$ cat src/rtl/cursor_overlay_pipe.sv
// Two-stage cursor compositor: arrow, scope crosshair or hidden, drawn over the VGA stream.
// Cursor position and mode are latched at frame start so the cursor never tears mid-frame.
module cursor_overlay_pipe #(
    parameter int          ARROW_H      = 17,
    parameter int          ARROW_W      = 12,
    parameter int          SCOPE_ARM    = 3,
    parameter int          SCOPE_GAP    = 1,
    parameter int          CHANGE_X     = 768,
    parameter int          FLASH_FRAMES = 8,
    parameter logic [11:0] COL_OUTLINE  = 12'h000,
    parameter logic [11:0] COL_FILL     = 12'hfff,
    parameter logic [11:0] COL_FLASH    = 12'hf00
) (
    input  logic        clk,
    input  logic        rst,
    input  logic [11:0] xpos,
    input  logic [11:0] ypos,
    input  logic [10:0] hcount,
    input  logic [9:0]  vcount,
    input  logic        hsync,
    input  logic        vsync,
    input  logic        hblnk,
    input  logic        vblnk,
    input  logic [11:0] rgb_in,
    input  logic        select_mode,
    input  logic        cursor_en,
    input  logic        mouse_left,
    output logic [10:0] hcount_out,
    output logic [9:0]  vcount_out,
    output logic        hsync_out,
    output logic        vsync_out,
    output logic        hblnk_out,
    output logic        vblnk_out,
    output logic [11:0] rgb_out,
    output logic [1:0]  mode_out
);
    localparam int CW = $clog2(FLASH_FRAMES + 1);
    localparam logic signed [12:0] AH    = 13'(ARROW_H);
    localparam logic signed [12:0] AW    = 13'(ARROW_W);
    localparam logic signed [12:0] AHW   = 13'(ARROW_H - ARROW_W);
    localparam logic signed [12:0] GAP   = 13'(SCOPE_GAP);
    localparam logic signed [12:0] REACH = 13'(SCOPE_GAP + SCOPE_ARM);
    localparam logic signed [12:0] ZERO  = 13'sd0;
    localparam logic signed [12:0] ONE   = 13'sd1;
    localparam logic [12:0]        CHG   = 13'(CHANGE_X);

    typedef enum logic [1:0] {
        MODE_ARROW  = 2'd0,
        MODE_SCOPE  = 2'd1,
        MODE_HIDDEN = 2'd2
    } mode_t;

    mode_t          mode_q, next_mode;
    logic           vsync_prev, mouse_prev, pending;
    logic [CW-1:0]  flash_cnt;
    logic [11:0]    lx, ly;
    logic           frame_start, click;

    assign frame_start = vsync & ~vsync_prev;
    assign click       = mouse_left & ~mouse_prev;
    assign mode_out    = mode_q;

    always_comb begin
        next_mode = MODE_ARROW;
        if (!cursor_en)
            next_mode = MODE_HIDDEN;
        else if (select_mode && ({1'b0, xpos} < CHG))
            next_mode = MODE_SCOPE;
    end

    // A click seen on the boundary cycle itself reloads the flash counter at that boundary.
    always_ff @(posedge clk) begin
        if (rst) begin
            vsync_prev <= 1'b0;
            mouse_prev <= 1'b0;
            pending    <= 1'b0;
            flash_cnt  <= '0;
            lx         <= '0;
            ly         <= '0;
            mode_q     <= MODE_ARROW;
        end else begin
            vsync_prev <= vsync;
            mouse_prev <= mouse_left;
            if (frame_start) begin
                lx      <= xpos;
                ly      <= ypos;
                mode_q  <= next_mode;
                pending <= 1'b0;
                if (pending || click)
                    flash_cnt <= CW'(FLASH_FRAMES);
                else if (flash_cnt != '0)
                    flash_cnt <= flash_cnt - 1'b1;
            end else if (click) begin
                pending <= 1'b1;
            end
        end
    end

    logic signed [12:0] dx_c, dy_c, dx1, dy1;
    logic               blank1, hsync1, vsync1, hblnk1, vblnk1;
    logic [10:0]        hcount1;
    logic [9:0]         vcount1;
    logic [11:0]        rgb1;

    assign dx_c = {2'b00, hcount} - {1'b0, lx};
    assign dy_c = {3'b000, vcount} - {1'b0, ly};

    always_ff @(posedge clk) begin
        if (rst) begin
            dx1 <= '0; dy1 <= '0; blank1 <= 1'b0; rgb1 <= '0;
            hcount1 <= '0; vcount1 <= '0;
            hsync1 <= 1'b0; vsync1 <= 1'b0; hblnk1 <= 1'b0; vblnk1 <= 1'b0;
        end else begin
            dx1 <= dx_c; dy1 <= dy_c; blank1 <= hblnk | vblnk; rgb1 <= rgb_in;
            hcount1 <= hcount; vcount1 <= vcount;
            hsync1 <= hsync; vsync1 <= vsync; hblnk1 <= hblnk; vblnk1 <= vblnk;
        end
    end

    logic               quad, outline, fill, scope_hit;
    logic signed [12:0] sum, adx, ady;
    logic [11:0]        pix;

    assign quad = !dx1[12] && !dy1[12];
    assign sum  = dx1 + dy1;
    assign adx  = dx1[12] ? -dx1 : dx1;
    assign ady  = dy1[12] ? -dy1 : dy1;

    assign outline = quad && ((dx1 == ZERO && dy1 <= AH)
                           || (dx1 == dy1 && dy1 <= AW)
                           || (dy1 == AW && dx1 >= AHW && dx1 <= AW)
                           || (sum == AH && dx1 >= ONE && dy1 > AW));
    assign fill = quad && !outline && dx1 >= ONE && dy1 > dx1 && (dy1 < AW || sum < AH);
    assign scope_hit = (dx1 == ZERO && dy1 == ZERO)
                    || (dy1 == ZERO && adx > GAP && adx <= REACH)
                    || (dx1 == ZERO && ady > GAP && ady <= REACH);

    always_comb begin
        pix = rgb1;
        if (!blank1) begin
            case (mode_q)
                MODE_ARROW: begin
                    if (outline)   pix = COL_OUTLINE;
                    else if (fill) pix = COL_FILL;
                end
                MODE_SCOPE: begin
                    if (scope_hit) pix = (flash_cnt != '0) ? COL_FLASH : COL_OUTLINE;
                end
                default: pix = rgb1;
            endcase
        end
    end

    always_ff @(posedge clk) begin
        if (rst) begin
            hcount_out <= '0; vcount_out <= '0;
            hsync_out <= 1'b0; vsync_out <= 1'b0; hblnk_out <= 1'b0; vblnk_out <= 1'b0;
            rgb_out <= '0;
        end else begin
            hcount_out <= hcount1; vcount_out <= vcount1;
            hsync_out <= hsync1; vsync_out <= vsync1; hblnk_out <= hblnk1; vblnk_out <= vblnk1;
            rgb_out <= pix;
        end
    end
endmodule

$ cat config.mk
export PLATFORM = sky130hd
export DESIGN_NAME = cursor_overlay_pipe
export DESIGN_NICKNAME = d
export VERILOG_FILES = /design/src/rtl/cursor_overlay_pipe.sv
export SDC_FILE = /design/constraint.sdc
export NUM_CORES = 1
export LEC_CHECK = 0
export BUFFER_PORTS_ARGS = -buffer_cell sky130_fd_sc_hd__buf_2
export CAP_MARGIN = 20
export CORE_MARGIN = 2
export CORE_UTILIZATION = 35
export DETAILED_ROUTE_END_ITERATION = 16
export PLACE_DENSITY = 0.56
export SLEW_MARGIN = 30
export SYNTH_ARGS = -nofsm -noshare
export SYNTH_HDL_FRONTEND = slang
export SYNTH_SLANG_ARGS = --single-unit
$ cat constraint.sdc
create_clock -name clk -period 2.85 [get_ports clk]
set_input_delay 0.1425 -clock clk [delete_from_list [all_inputs] [get_ports clk]]
set_output_delay 0.1425 -clock clk [all_outputs]
set_load 0.01 [all_outputs]
# == Word-level counts from Yosys, hierarchy flattened ==
# Index checks and enable logic that the tools add are counted.
# op_classes
n_addsub,6
n_lt_le_gt_ge,14
n_eq_ne,4
mux,12
bitwise_logic,5
reduce_logical,35
# ops
op,n
12-bit 2-to-1 mux,5
13-bit by 2-bit > comparator with 1-bit output (second input constant),2
13-bit by 4-bit less-or-equal comparator with 1-bit output (second input constant),2
13-bit by 5-bit less-or-equal comparator with 1-bit output (second input constant),2
13-bit logical NOT,2
13-bit 2-to-1 mux,2
13-bit negator,2
12-bit one-hot mux with 2 select lines,1
1-bit logical AND,18
13-bit adder,1
13-bit equality test,1
13-bit by 5-bit equality test with 1-bit output (second input constant),1
13-bit by 6-bit equality test with 1-bit output (second input constant),1
13-bit by 2-bit >= comparator with 1-bit output (second input constant),1
13-bit by 4-bit >= comparator with 1-bit output (second input constant),1
13-bit > comparator,1
13-bit by 5-bit > comparator with 1-bit output (second input constant),1
13-bit by 6-bit less-or-equal comparator with 1-bit output (second input constant),1
13-bit by 5-bit less-than comparator with 1-bit output (second input constant),1
13-bit by 6-bit less-than comparator with 1-bit output (second input constant),1
10-bit by 12-bit subtractor with 13-bit output,1
11-bit by 12-bit subtractor with 13-bit output,1
12-bit by 10-bit less-than comparator with 1-bit output (second input constant),1
4-bit 2-to-1 mux,2
14 further kinds,24
# totals
reg_bits,133
inputBits,66
out_inout_bits,39
word_cells,99

# == Depth between registers and ports, before layout ==
# depth
ltp_word,15
depth_mapped,13
depth_no_buf,12

# == Least setup slack after synthesis ==
# Ideal clock, no wire load.
# synth_timing
kind,register -> register
startpoint,register dy1[0]
endpoint,register rgb_out[8]
setup_time_ps,131
arrival_ps,2887
required_time_ps,2719
slack_ps,-168
path_stages_with_launch,13
n_path_buf,0
synth_period_minus_slack_ps,3018
path_cell_list,dfxtp_1 > ha_1 > inv_1 > fa_1 > or2_2 > a221o_1 > a31oi_1 > xnor2_1 > a211oi_1 > nor4bb_1 > a31oi_2 > o21ai_4 > o21ai_0
# synth_via
elab_chain_cells,15
word_cells_on_any_way,43
cone_classes,add/sub (2); order compare (8); eq/ne (3); mux (6); reduce/logical (24)
# synth_lines
element,line_no,text
from (decl),99,"logic signed [12:0] dx_c, dy_c, dx1, dy1;"
from (signal assigned),110,dx1 <= '0; dy1 <= '0; blank1 <= 1'b0; rgb1 <= '0;
from (signal assigned),114,dx1 <= dx_c; dy1 <= dy_c; blank1 <= hblnk | vblnk; rgb1 <= rgb_in;
"parallel branches: the longest is 13 deep, another holds 13-bit negator",-,
12-bit one-hot mux with 2 select lines (*),141,case (mode_q)
12-bit 2-to-1 mux (*),140,if (!blank1) begin
to (signal assigned),162,rgb_out <= pix;
to (decl),34,"output logic [11:0] rgb_out,"
# Mark *: on every way between the ends.
# A chain may end at the register's enable or synchronous reset.

# == Final worst setup path ==
# layout_timing
startpoint,register dy1[0]
endpoint,register rgb_out[9]
# Same word-level chain as after synthesis.

==> results_tabular.tex <==
\begin{tabular}{lr}
\hline
Metric & Value \\
\hline
\multicolumn{2}{l}{\textbf{Outcome}} \\
Status & complete, but fails checks \\
Violated checks & setup timing \\
\multicolumn{2}{l}{\textbf{Power and ir drop}} \\
Part of the power in the clock network & 0.359 \\
Net Sw Power & 1720 uW \\
Largest vdd supply drop & 0.378 mV \\
Leakage power & 0.00437 uW \\
Power per Cell Area & 592 nW/um\^{}2 \\
Portion of total power attributed to sequential cells & 0.356 \\
Part of the power in combinational logic & 0.286 \\
Proportion of total power due to net switching & 0.293 \\
Internal power component & 4150 uW \\
\multicolumn{2}{l}{\textbf{Floorplan}} \\
Area of the die & 21300 sq um \\
Initial core utilization & 0.360 \\
Top-level port count & 105 \\
Horizontal extent of the die & 146 um \\
\# rows & 51 \\
Placeable Area & 19600 sq um \\
Height of the die & 146 um \\
\multicolumn{2}{l}{\textbf{Synthesis}} \\
Synth top area share & 0.378 \\
Post-synthesis register bit count & 133 \\
Number of enable flip-flop cells after synthesis & 0 \\
Area of the mapped netlist & 7050 sq um \\
Post-synth ARST share & 0 \\
Share of synthesized area occupied by flip-flops and latches & 0.378 \\
Number of warnings printed during yosys synthesis & 0 \\
Post-Synthesis Net Count & 928 \\
Library cell with the highest instance count after synthesis & dfxtp\_1 \\
Cell taking the most area after synthesis & dfxtp\_1 \\
Cell types with the highest counts after synthesis & dfxtp\_1 (133), inv\_1 (84), nor2b\_1 (76) \\
Distinct cells, synth & 84 \\
Synthesized instance count & 806 \\
Average footprint of a synthesized cell & 8.74 sq um \\
Primary flip-flop cell chosen by synthesis mapping & dfxtp\_1 \\
Cell types occupying the most area after synthesis & dfxtp\_1 (38\%), ha\_1 (9.4\%), nor2b\_1 (6.7\%), inv\_1 (4.5\%), o21ai\_0 (3.4\%) \\
\multicolumn{2}{l}{\textbf{STA}} \\
Finish-stage setup viols & 12 \\
Setup Skew & 26.3 ps \\
Number of slew-limit violations in the final report & 0 \\
Setup repair after global routing missed its margin & yes \\
Max Clk Rate & 336 MHz \\
Worst-case setup margin in the final layout & -127 ps \\
Final critical-path share of the clock period & 1.04 \\
Actual slew at the worst max-slew pin & 835 ps \\
Worst relative slew slack & 0.429 \\
Post-layout min period & 2980 ps \\
Number of hold violations in the final report & 0 \\
\multicolumn{2}{l}{\textbf{Placed design}} \\
Placement Setup Slack & -274 ps \\
Final Wtd Congestion & 0.920 \\
Port buffer count & 104 \\
Placed insts & 1242 \\
Detailed-placement wirelength estimate & 13.9 mm \\
\multicolumn{2}{l}{\textbf{Cells and area}} \\
P\&R area growth vs syn & 40.8\% \\
Number of fill cells & 1862 \\
Non-filler instance count after layout & 1341 \\
Net total in the final layout & 1186 \\
ANT cells & 0 \\
End-of-flow core utilization & 0.506 \\
Share of layout cells above drive strength 1 & 0.272 \\
\multicolumn{2}{l}{\textbf{CTS}} \\
CTS tree & done \\
H-tree levels & 4 \\
Number of clock buffers inserted by TritonCTS & 17 \\
Number of sinks on the clock net & 133 \\
Longest Clk Path Bufs & 2 \\
CTS Root Buffer Type & clkbuf\_16 \\
Clock transition at the register clock pins on the worst setup and hold paths after CTS & 50 ps \\
Worst-Skew Late Latency & 430 ps \\
\multicolumn{2}{l}{\textbf{Worst setup path}} \\
Worst reg2reg endpoint & rgb\_out[9] \\
Path depth of the worst reg2reg path & 12 \\
Reg-to-reg setup timing slack & -130 ps \\
Type of origin of the critical path & register \\
Reg2Reg Launch Point & dy1[0] \\
Critical-path maximum fanout & 5 \\
Data arrival time at the worst-slack endpoint & 3260 ps \\
CP Data Required Time & 3130 ps \\
Worst setup EP type & register \\
Critical path start-end classification & register to register \\
\multicolumn{2}{l}{\textbf{Min path}} \\
Hold Path Origin & vsync \\
Class of the tightest hold or removal check & input pin to register \\
Hold-critical path endpoint & vsync1 \\
Count of cells along the worst hold path & 2 \\
\multicolumn{2}{l}{\textbf{Route}} \\
1st-pass router iterations & 4 \\
Count of nets left with antenna violations after detail routing & 0 \\
Vias per std cell & 4.82 \\
Starting DRT DRC Count & 247 \\
Routed length per instance & 14.0 um \\
WL final & 18.7 mm \\
Total number of vias & 6462 \\
Number of remaining DRC errors & 0 \\
\multicolumn{2}{l}{\textbf{Job}} \\
Reported max-cap violation count & 0 \\
\multicolumn{2}{l}{\textbf{Global route}} \\
Remaining global-route overflow & 0 \\
Global-route wire length before repair & 30.5 mm \\
Global router's overall resource usage & 0.177 \\
Initial antenna violation count & 0 \\
Vias in the first global route & 6227 \\
Largest net degree at the start of global routing & 81 \\
\hline
\end{tabular}
stage by stage:
stage | instance area [sq um] | hold WS, ps | power (uW) | TNS, ps
after floorplan | 7090 | 221 | 3040 | 0
after global placement | 8540 | 352 | 3650 | -2050
after detailed placement | 8540 | 354 | 3650 | -2830
after CTS | 9880 | 18.5 | 5900 | -1250
after global routing | 9920 | 25.1 | 6190 | -2840
final | 9920 | 54.9 | 5870 | -915
flip-flops by register name, indices dropped and copies added, names as in the netlist, 2 cells and up:
signal,cells
hcount_out,11
vcount_out,10
ly,12
mode_out,2
hcount1,11
vcount1,10
dy1,13
flash_cnt,4
dx1,13
rgb_out,12
lx,12
rgb1,12
power by group through the flow:
stage	combinational, uW	sequential [uW]	clock, uW
floorplan	913	2130	0
global placement	1520	2130	0
detailed placement	1520	2130	0
CTS	1650	2090	2160
global route	1850	2110	2230
finish	1680	2090	2100
area by class of cell:
| class | count | area [sq um] | share of cell area |
|---|---|---|---|
| clock inverter | 8 | 101 | 0.0102 |
| tap | 265 | 332 | 0.0334 |
| inverter | 84 | 315 | 0.0318 |
| multi-input combinational | 562 | 4120 | 0.416 |
| clock buffer | 23 | 468 | 0.0472 |
| sequential | 133 | 2670 | 0.270 |
| timing repair buffer | 266 | 1910 | 0.192 |
what timing repair did:
action,CTS,global route
hold endpoints to repair,62,0
pin swaps,16,6
buffers inserted,5,0
endpoints found under the setup margin,12,15
resized for setup,18,14
gates cloned,1,0
hold buffers,62,0
routing by layer:
metal | up-vias | routed length, um | GRT usage
li1 | 3358 | - | -
met5 | - | 0 | 0
met2 | 125 | 8830 | 0.299
met1 | 2955 | 8840 | 0.224
met4 | 0 | 380 | 0.0583
met3 | 24 | 705 | 0.0389
worst max path at each step:
| stage | to | slack [ps] | startpoint |
|---|---|---|---|
| 3_3_place_gp | rgb_out[3] | -200 | dx1[0] |
| 2_1_floorplan | rgb_out[8] | 20 | dy1[0] |
| 6_report | rgb_out[9] | -130 | dy1[0] |
| 5_1_grt | rgb_out[6] | -280 | dx1[0] |
| 4_1_cts | rgb_out[9] | -130 | dy1[0] |
| 3_5_place_dp | rgb_out[3] | -270 | dy1[0] |
kinds of logic (layout without fill, tap and decap cells):
logic type,after synthesis,in the layout,synth area share
simple gates,293,293,0.235
compound gates,191,192,0.191
mux,9,9,0.0133
buf+inv,112,381,0.0650
xor+xnor,12,12,0.0149
flops,133,133,0.378
fa+ha+maj,56,56,0.103
critical path, stage by stage (launching register included):
cell,delay [ps]
dfxtp_4,360
ha_4,130
inv_2,30
fa_2,340
or2_4,260
a221o_1,360
a31oi_2,170
xnor2_1,100
a211oi_1,240
nor4bb_4,290
a31oi_4,190
o21ai_4,260
o21ai_1,100
layout by cell type, fill, tap and decap left out, types with 4 or more instances in the layout:
| cell type | instances |
|---|---|
| dfxtp_1 | 128 |
| buf_2 | 103 |
| buf_4 | 100 |
| inv_1 | 82 |
| nor2b_1 | 75 |
| dlygate4sd3_1 | 62 |
| nor2_1 | 58 |
| ha_1 | 51 |
| o21ai_0 | 37 |
| a21oi_1 | 30 |
| nand2_1 | 30 |
| nor3_1 | 27 |
| a22o_1 | 25 |
| clkbuf_16 | 17 |
| nand2b_1 | 14 |
| o21ai_1 | 11 |
| nand3_1 | 11 |
| xnor2_1 | 9 |
| a31oi_1 | 9 |
| a21o_1 | 7 |
| nor4_1 | 7 |
| or3_1 | 7 |
| and3_1 | 6 |
| nand4b_1 | 6 |
| nor3b_1 | 6 |
| a211oi_1 | 6 |
| or2_2 | 5 |
| mux2i_1 | 5 |
| nand4_1 | 5 |
| o31ai_1 | 4 |
| a41oi_1 | 4 |
| o31a_1 | 4 |
| clkbuf_1 | 4 |
Power figures use the tool's default switching activity.
